`src/rtl/rx_fir_coef_reload_ctrl.sv`:
```
// Rx FIR coefficient reload sequencer: fetches a coefficient set from ROM, streams it
// into the selected filter's reload channel and gates that filter's nd until flushed.
module rx_fir_coef_reload_ctrl #(
  parameter int unsigned NUM_FIR      = 4,
  parameter int unsigned COEF_WIDTH   = 18,
  parameter int unsigned MAX_TAPS     = 64,
  parameter int unsigned ROM_LAT      = 2,
  parameter int unsigned FLUSH_CYCLES = 64
) (
  input  logic                  logic_clk_in,
  input  logic                  logic_rst_n_in,
  input  logic                  reload_req_in,
  input  logic [1:0]            reload_sel_in,
  input  logic [1:0]            reload_set_in,
  input  logic [6:0]            reload_taps_in,
  output logic                  reload_busy_out,
  output logic                  reload_done_out,
  output logic                  reload_err_out,
  output logic                  coef_rom_rd_out,
  output logic [9:0]            coef_rom_addr_out,
  input  logic [COEF_WIDTH-1:0] coef_rom_data_in,
  output logic [NUM_FIR-1:0]    coef_ld_out,
  output logic [NUM_FIR-1:0]    coef_we_out,
  output logic [COEF_WIDTH-1:0] coef_din_out,
  output logic [NUM_FIR-1:0]    nd_gate_out
);

  localparam int unsigned SEL_W   = 2;
  localparam int unsigned SET_W   = 2;
  localparam int unsigned TAPS_W  = 7;
  localparam int unsigned IDX_W   = 6;
  localparam int unsigned FLUSH_W = 8;

  typedef enum logic [2:0] {IDLE, GATE, LOAD, READ, DRAIN, FLUSH} state_t;

  state_t              state;
  logic [SEL_W-1:0]    sel_q;
  logic [SET_W-1:0]    set_q;
  logic [TAPS_W-1:0]   taps_q;
  logic [TAPS_W-1:0]   cnt;
  logic [TAPS_W-1:0]   next_cnt;
  logic [FLUSH_W-1:0]  flush_cnt;
  logic [ROM_LAT-1:0]  rd_pipe;
  logic [ROM_LAT-1:0]  last_pipe;
  logic                issue;
  logic                issue_last;
  logic [IDX_W-1:0]    issue_idx;
  logic                cap;
  logic                last_cap;
  logic                taps_bad;
  logic [NUM_FIR-1:0]  sel_onehot;

  assign sel_onehot = NUM_FIR'(1) << sel_q;
  assign cap        = rd_pipe[ROM_LAT-1];
  assign last_cap   = last_pipe[ROM_LAT-1];
  assign taps_bad   = (reload_taps_in == '0) || (reload_taps_in > TAPS_W'(MAX_TAPS));

  // Address issue: one ROM read per cycle from LOAD exit until taps addresses are out
  always_comb begin
    issue     = 1'b0;
    next_cnt  = cnt + TAPS_W'(1);
    issue_idx = cnt[IDX_W-1:0];
    if (state == LOAD) begin
      issue     = 1'b1;
      next_cnt  = TAPS_W'(1);
      issue_idx = '0;
    end else if ((state == READ) && (cnt != taps_q)) begin
      issue = 1'b1;
    end
    issue_last = issue && (next_cnt == taps_q);
  end

  always_ff @(posedge logic_clk_in or negedge logic_rst_n_in) begin
    if (!logic_rst_n_in) begin
      state             <= IDLE;
      sel_q             <= '0;
      set_q             <= '0;
      taps_q            <= '0;
      cnt               <= '0;
      flush_cnt         <= '0;
      rd_pipe           <= '0;
      last_pipe         <= '0;
      reload_busy_out   <= 1'b0;
      reload_done_out   <= 1'b0;
      reload_err_out    <= 1'b0;
      coef_rom_rd_out   <= 1'b0;
      coef_rom_addr_out <= '0;
      coef_ld_out       <= '0;
      coef_we_out       <= '0;
      coef_din_out      <= '0;
      nd_gate_out       <= '1;
    end else begin
      reload_done_out <= 1'b0;
      reload_err_out  <= 1'b0;
      coef_ld_out     <= '0;
      flush_cnt       <= '0;
      coef_rom_rd_out <= issue;
      // Tracks which cycles carry valid ROM data and which one is the final word
      rd_pipe         <= (rd_pipe << 1) | ROM_LAT'(issue);
      last_pipe       <= (last_pipe << 1) | ROM_LAT'(issue_last);
      if (issue) begin
        coef_rom_addr_out <= {set_q, sel_q, issue_idx};
        cnt               <= next_cnt;
      end
      coef_we_out <= cap ? sel_onehot : '0;
      if (cap) coef_din_out <= coef_rom_data_in;

      case (state)
        IDLE: begin
          if (reload_req_in) begin
            sel_q  <= reload_sel_in;
            set_q  <= reload_set_in;
            taps_q <= reload_taps_in;
            if (taps_bad) begin
              reload_err_out <= 1'b1;
            end else begin
              state           <= GATE;
              reload_busy_out <= 1'b1;
              nd_gate_out     <= ~(NUM_FIR'(1) << reload_sel_in);
            end
          end
        end
        GATE: begin
          coef_ld_out <= sel_onehot;
          state       <= LOAD;
        end
        LOAD: state <= READ;
        READ: begin
          // With a 1-cycle ROM the final write lands on the same edge reads finish
          if (cnt == taps_q) state <= last_cap ? FLUSH : DRAIN;
        end
        DRAIN: begin
          if (last_cap) state <= FLUSH;
        end
        FLUSH: begin
          if (flush_cnt == FLUSH_W'(FLUSH_CYCLES)) begin
            state           <= IDLE;
            reload_busy_out <= 1'b0;
            reload_done_out <= 1'b1;
            nd_gate_out     <= '1;
          end else begin
            flush_cnt <= flush_cnt + FLUSH_W'(1);
          end
        end
        default: state <= IDLE;
      endcase
    end
  end

endmodule

```
`config.mk`:
```
export PLATFORM = sky130hd
export DESIGN_NAME = rx_fir_coef_reload_ctrl
export DESIGN_NICKNAME = d
export VERILOG_FILES = /design/src/rtl/rx_fir_coef_reload_ctrl.sv
export SDC_FILE = /design/constraint.sdc
export NUM_CORES = 1
export LEC_CHECK = 0
export BUFFER_PORTS_ARGS = -buffer_cell sky130_fd_sc_hd__buf_4
export CAP_MARGIN = 20
export CORE_UTILIZATION = 45
export CTS_BUF_LIST = sky130_fd_sc_hd__clkbuf_4 sky130_fd_sc_hd__clkbuf_8 sky130_fd_sc_hd__clkbuf_16
export DETAILED_ROUTE_END_ITERATION = 8
export GPL_TIMING_DRIVEN = 0
export PLACE_DENSITY = 0.71
export SLEW_MARGIN = 20
export SYNTH_ARGS = -nofsm -noshare
export SYNTH_HDL_FRONTEND = slang
export SYNTH_SLANG_ARGS = --single-unit
```
`constraint.sdc`:
```
create_clock -name logic_clk_in -period 1.6 [get_ports logic_clk_in]
set_input_delay 0.16 -clock logic_clk_in [delete_from_list [all_inputs] [get_ports logic_clk_in]]
set_output_delay 0.16 -clock logic_clk_in [all_outputs]
set_load 0.02 [all_outputs]
```
Word level (Yosys, flattened, before mapping)
Index checks and enable logic that the tools add are counted.

word-level totals
  register bits = 77
  input port bits = 32
  output and inout port bits = 44
  word-level logic and storage cells = 76

operators by class
  $add $sub $neg = 2
  $lt $le $gt $ge = 1
  equal/unequal tests = 14
  shift operators = 2
  multiplexer cells = 28
  bitwise operators = 3
  reduce and logical (&&, ||, !) cells = 9

operators with widths
  cell                                                   count
  2-to-1 mux 4 bit                                       5
  case mux 3 bit (6 select lines)                        1
  2-to-1 mux 8 bit                                       2
  2-to-1 mux 3 bit                                       5
  == test 7 bit                                          2
  2-to-1 mux 1 bit                                       11
  adder 8 x 1 -> 8 bit (second input constant)           1
  == test 8 x 7 -> 1 bit (second input constant)         1
  != test 2 bit (second input constant)                  4
  case mux 4 bit (2 select lines)                        1
  << shifter 1 x 2 -> 4 bit (first input constant)       2
  adder 7 x 1 -> 7 bit (second input constant)           1
  greater-than comparator 7 bit (second input constant)  1
  logical NOT 7 bit                                      1
  2-to-1 mux 7 bit                                       1
  != test 7 bit                                          1
  == test 3 x 2 -> 1 bit (second input constant)         2
  == test 3 bit (second input constant)                  2
  2-to-1 mux 6 bit                                       1
  AND reduction 5 bit                                    1
  NOT 4 bit                                              1
  bitwise OR 2 x 1 -> 2 bit                              2
  AND reduction 4 bit                                    1
  == test 3 x 1 -> 1 bit (second input constant)         1
  7 further kinds                                        8

Depth between registers and ports, before layout
  depth after elaboration = 6
  gate-level depth with buffers = 8
  gate-level depth less buffers = 6

Least setup slack after synthesis
Ideal clock, no wire load.

  path kind = register to register
  start point = reg cnt[1]
  end point = reg last_pipe[0]
  library setup time = 111 ps
  arrival time = 1625 ps
  data required time = 1489 ps
  setup slack = -137 ps
  cell stages (with the launch flop) = 7
  path buffers = 0
  clock period less this slack = 1737 ps
  path through = dfrtp_1 > ha_1 > nand3_1 > xnor2_1 > and3_1 > o221ai_1 > a2111oi_2

on the way
  word-level cells in the longest chain between the ends = 6
  elaborated cells on any way between the ends = 9
  those cells by class = add/sub (1); eq/ne (2); mux (3); bitwise (1); reduce/logical (2)

ends and longest elaborated chain
  item                                                          line  text
  start: declaration                                            40    logic [TAPS_W-1:0] cnt;
  start signal: assignment                                      103   cnt <= next_cnt;
  branches (longest 4 deep; another with adder 7 x 1 -> 7 bit)  -
  logical AND 1 bit *                                           70    issue_last = issue && (next_cnt == taps_q);
  via issue_last                                                46    logic issue_last;
  bitwise OR 2 x 1 -> 2 bit *                                   100   last_pipe <= (last_pipe << 1) | ROM_LAT'(issue_last);
  end signal: assignment                                        100
  end: declaration                                              44    logic [ROM_LAT-1:0] last_pipe;

Mark *: on every way through the listed nets, which the timed path passes.
A chain may end at the register's enable or synchronous reset.

Worst setup path in the final report
  start point = reg cnt[0]
  end point = reg last_pipe[0]

on the way
  word-level cells in the longest chain between the ends = 6
  elaborated cells on any way between the ends = 9
  those cells by class = add/sub (1); eq/ne (2); mux (3); bitwise (1); reduce/logical (2)

ends and longest elaborated chain
  item                       line  text
  != test 7 bit              67    end else if ((state == READ) && (cnt != taps_q)) begin
  logical AND 1 bit          67
  2-to-1 mux 1 bit           67
  2-to-1 mux 1 bit           63    if (state == LOAD) begin
  via issue                  45    logic issue;
  logical AND 1 bit          70
  via issue_last             46
  bitwise OR 2 x 1 -> 2 bit  100

The timed path passes the listed nets, and every way through them passes these cells.

==> flow_summary.ini <==
[pwr]
p_sw_mw = 3.43
combPwrFrac_pct = 48.9
p_leak_nw = 2.20
powerDensity_nw_per_um2 = 1780
p_sw_share_pct = 39.8
internal-power_mw = 5.19
ir_drop_uv = 851
p_seq_share_pct = 35.2
pwr-share-clk_pct = 15.9

[cells_and_area]
areaGrowthSynthToFinish_pct = 41.5
mostFrequentLayoutCell = buf_4
utilization_pct = 66.4
fin_cells = 507
fill_cells = 561
fin_area_um2 = 4840
drive_gt1_share_pct = 51.2
fin_nets = 438
diodes = 0
final_cell_mix = buf_4, dfrtp_1, mux2_2

[place]
dpl.hpwl_um = 4830
dpl_cell_area_um2 = 4180
placed_cells = 465
gp_congestion = 0.817
portBuffers = 75

[sta]
tightest_slew_ns = 0.936
period_needed_ns = 1.79
finalMaxSlewViolations = 0
slew_headroom_pct = 37.6
setup_viol = 24
fin_tns_setup_ns = -2.30
hold_viol_final = 0
layout_setup_ws_ns = -0.188
max_clock_freq_mhz = 559
skew_ns = 0.00849
fin_hold_ws_ns = 0.0276
post-route-period-util_pct = 112
grt_setup_unrepaired = true

[route]
antenna_left = 0
top_layer = met4
viasPerCell = 5.20
drtPass1Iterations = 4
wire_per_inst_um = 15.9
wl_met1_um = 3570
dr_wl_met3_um = 270
drc = 0
drtIter0Drc = 99
wl_met2_um = 4070
wirelength_um = 8040
num_vias = 2635

[clock_network]
cts_tree = yes
clock-sinks = 76
numCtsBuffers = 9
clockBufferDepth = 2
clk_latency_ns = 0.36
clkTransAtPathRegs_ns = 0.09
cts.htree.levels = 3
clockRootBuffer = clkbuf_8

[worst_setup_path]
reg2reg_slack_ns = -0.19
cp.arrival_ns = 2.04
reg2reg_depth = 7
start_kind = flop
required_ns = 1.85
reg2reg_from = cnt[0]$_DFFE_PN0P_
critPathCaptureType = flop
criticalPathCategory = flop to flop
r2r_end = last_pipe[0]$_DFF_PN0_
crit_fanout = 6

[synth]
synth_edf_count = 0
syn_area_um2 = 3420
async_flop_share_pct = 100
yosys_warnings = 0
synth_nets = 326
syn_avg_cell_area_um2 = 11.8
synth.ff_latch_count = 76
synthFlopType = dfrtp_1
ys_types = 50
synthCells = 291
seq_area_frac_synth_pct = 55.7

[grt]
overflow = 0
grt_max_degree = 77
antenna_found_initial = 0
grt_pass1_wl_um = 12300
first_global_vias = 2516
grt.total_usage_pct = 20.7

[die]
io_pins = 76
floorplan.initialDensity_pct = 46.9
die_w_um = 89.2
die-area_um2 = 7960
core_um2 = 7290
rows = 31
die_y_um = 89.2

[min_path]
worstHoldEndpoint = coef_din_out[6]$_DFFE_PN0P_
hp-class = primary input to flop
hp-start = coef_rom_data_in[6]
min_path_cells = 2

[run_status]
violations = setup timing
status = complete, but fails checks

[flow_run]
drv_cap = 0
## cells by family after synthesis
family,share of synthesized area [%]
and+or+nand+nor,14.0
DFF,55.7
AOI/OAI and AO/OA,8.48
muxes,12.8
buffers and inverters,2.81
xor gates and xnor gates,5.08
adders and majority gates,1.10
## final cells by class
cell class	count	area, um^2	area share, %
Inverter	6	22.5	0.465
Tap cell	99	124	2.56
Multi-Input combinational cell	194	1690	34.9
Timing Repair Buffer	102	791	16.3
Clock buffer	9	124	2.56
Clock inverter	7	57.6	1.19
Sequential cell	76	1910	39.5
Buffer	14	120	2.48
## stage by stage
step	setup WS, ns	total power [mW]
final	-0.188	8.62
after global routing	-0.234	9.06
after global placement	-0.297	5.99
after detailed placement	-0.347	6.11
after CTS	-0.144	8.14
after floorplan	-0.0915	5.06
## how the worst max path moves through the flow
stage | startpoint | end | slack, ns | cells after the start
2_1_floorplan | cnt[1]$_DFFE_PN0P_ | last_pipe[0]$_DFF_PN0_ | -0.09 | 6
3_3_place_gp | state[0]$_DFFE_PN0P_ | last_pipe[0]$_DFF_PN0_ | -0.30 | 5
3_5_place_dp | state[0]$_DFFE_PN0P_ | last_pipe[0]$_DFF_PN0_ | -0.35 | 5
4_1_cts | cnt[0]$_DFFE_PN0P_ | last_pipe[0]$_DFF_PN0_ | -0.14 | 7
5_1_grt | cnt[0]$_DFFE_PN0P_ | coef_rom_addr_out[2]$_DFFE_PN0P_ | -0.23 | 7
6_report | cnt[0]$_DFFE_PN0P_ | last_pipe[0]$_DFF_PN0_ | -0.19 | 7
## cells in the mapped netlist (3+ instances only)
cell | n | share of area, %
nand3_1 | 8 | 1.2
xor2_1 | 5 | 1.3
dfrtp_1 | 72 | 53
o21ai_0 | 13 | 1.9
buf_2 | 5 | 0.73
nor3_1 | 3 | 0.44
and3_1 | 6 | 1.1
a21oi_1 | 3 | 0.44
inv_1 | 6 | 0.66
nand2b_1 | 6 | 1.1
nand2_1 | 26 | 2.9
xnor2_1 | 13 | 3.3
ha_1 | 3 | 1.1
mux2_2 | 33 | 11
nor2_1 | 23 | 2.5
clkbuf_1 | 6 | 0.66
nand3b_1 | 3 | 0.66
dfstp_2 | 4 | 3.1
buf_1 | 3 | 0.33
a211oi_1 | 4 | 0.88
a22o_1 | 4 | 1.0
mux2_1 | 4 | 1.3
## registers in the layout, summed over array words and instances, names as in the netlist
register	count
cnt	7
sel_q	2
rd_pipe	2
reload_done_out	1
set_q	2
state	3
coef_ld_out	4
reload_err_out	1
coef_din_out	18
last_pipe	2
taps_q	7
coef_rom_addr_out	10
nd_gate_out	4
coef_we_out	4
flush_cnt	8
reload_busy_out	1
## routing by layer
| layer | global-route usage (%) | up-vias |
|---|---|---|
| li1 | - | 1234 |
| met1 | 27.0 | 1330 |
| met2 | 34.5 | 60 |
| met3 | 3.69 | 11 |
| met4 | 8.51 | 0 |
| met5 | 0 | - |
## what timing repair did
item / 4_1_cts / 5_1_grt
gates cloned: 3 / 0
endpoints found under the setup margin: 34 / 33
gates resized for setup: 46 / 24
pin swaps: 12 / 14
hold endpoints to repair: 54 / 0
hold buffers: 1 / 0
setup buffers: 20 / 4
## critical path, stage by stage, from the launching register on
cell and delay (ns):
dfrtp_1 0.44, buf_6 0.17, xnor2_4 0.12, and4_4 0.16
buf_8 0.14, a31oi_4 0.30, inv_2 0.08, a2111oi_4 0.27
## power by group through the flow
stage | clock [mW] | sequential [mW] | combinational (mW)
after floorplan | 0 | 3.28 | 1.77
after global placement | 0 | 2.93 | 3.07
after detailed placement | 0 | 2.95 | 3.16
after CTS | 1.39 | 2.99 | 3.76
after global routing | 1.47 | 3.11 | 4.49
final | 1.37 | 3.03 | 4.21
(Power assumes the default switching activity.)
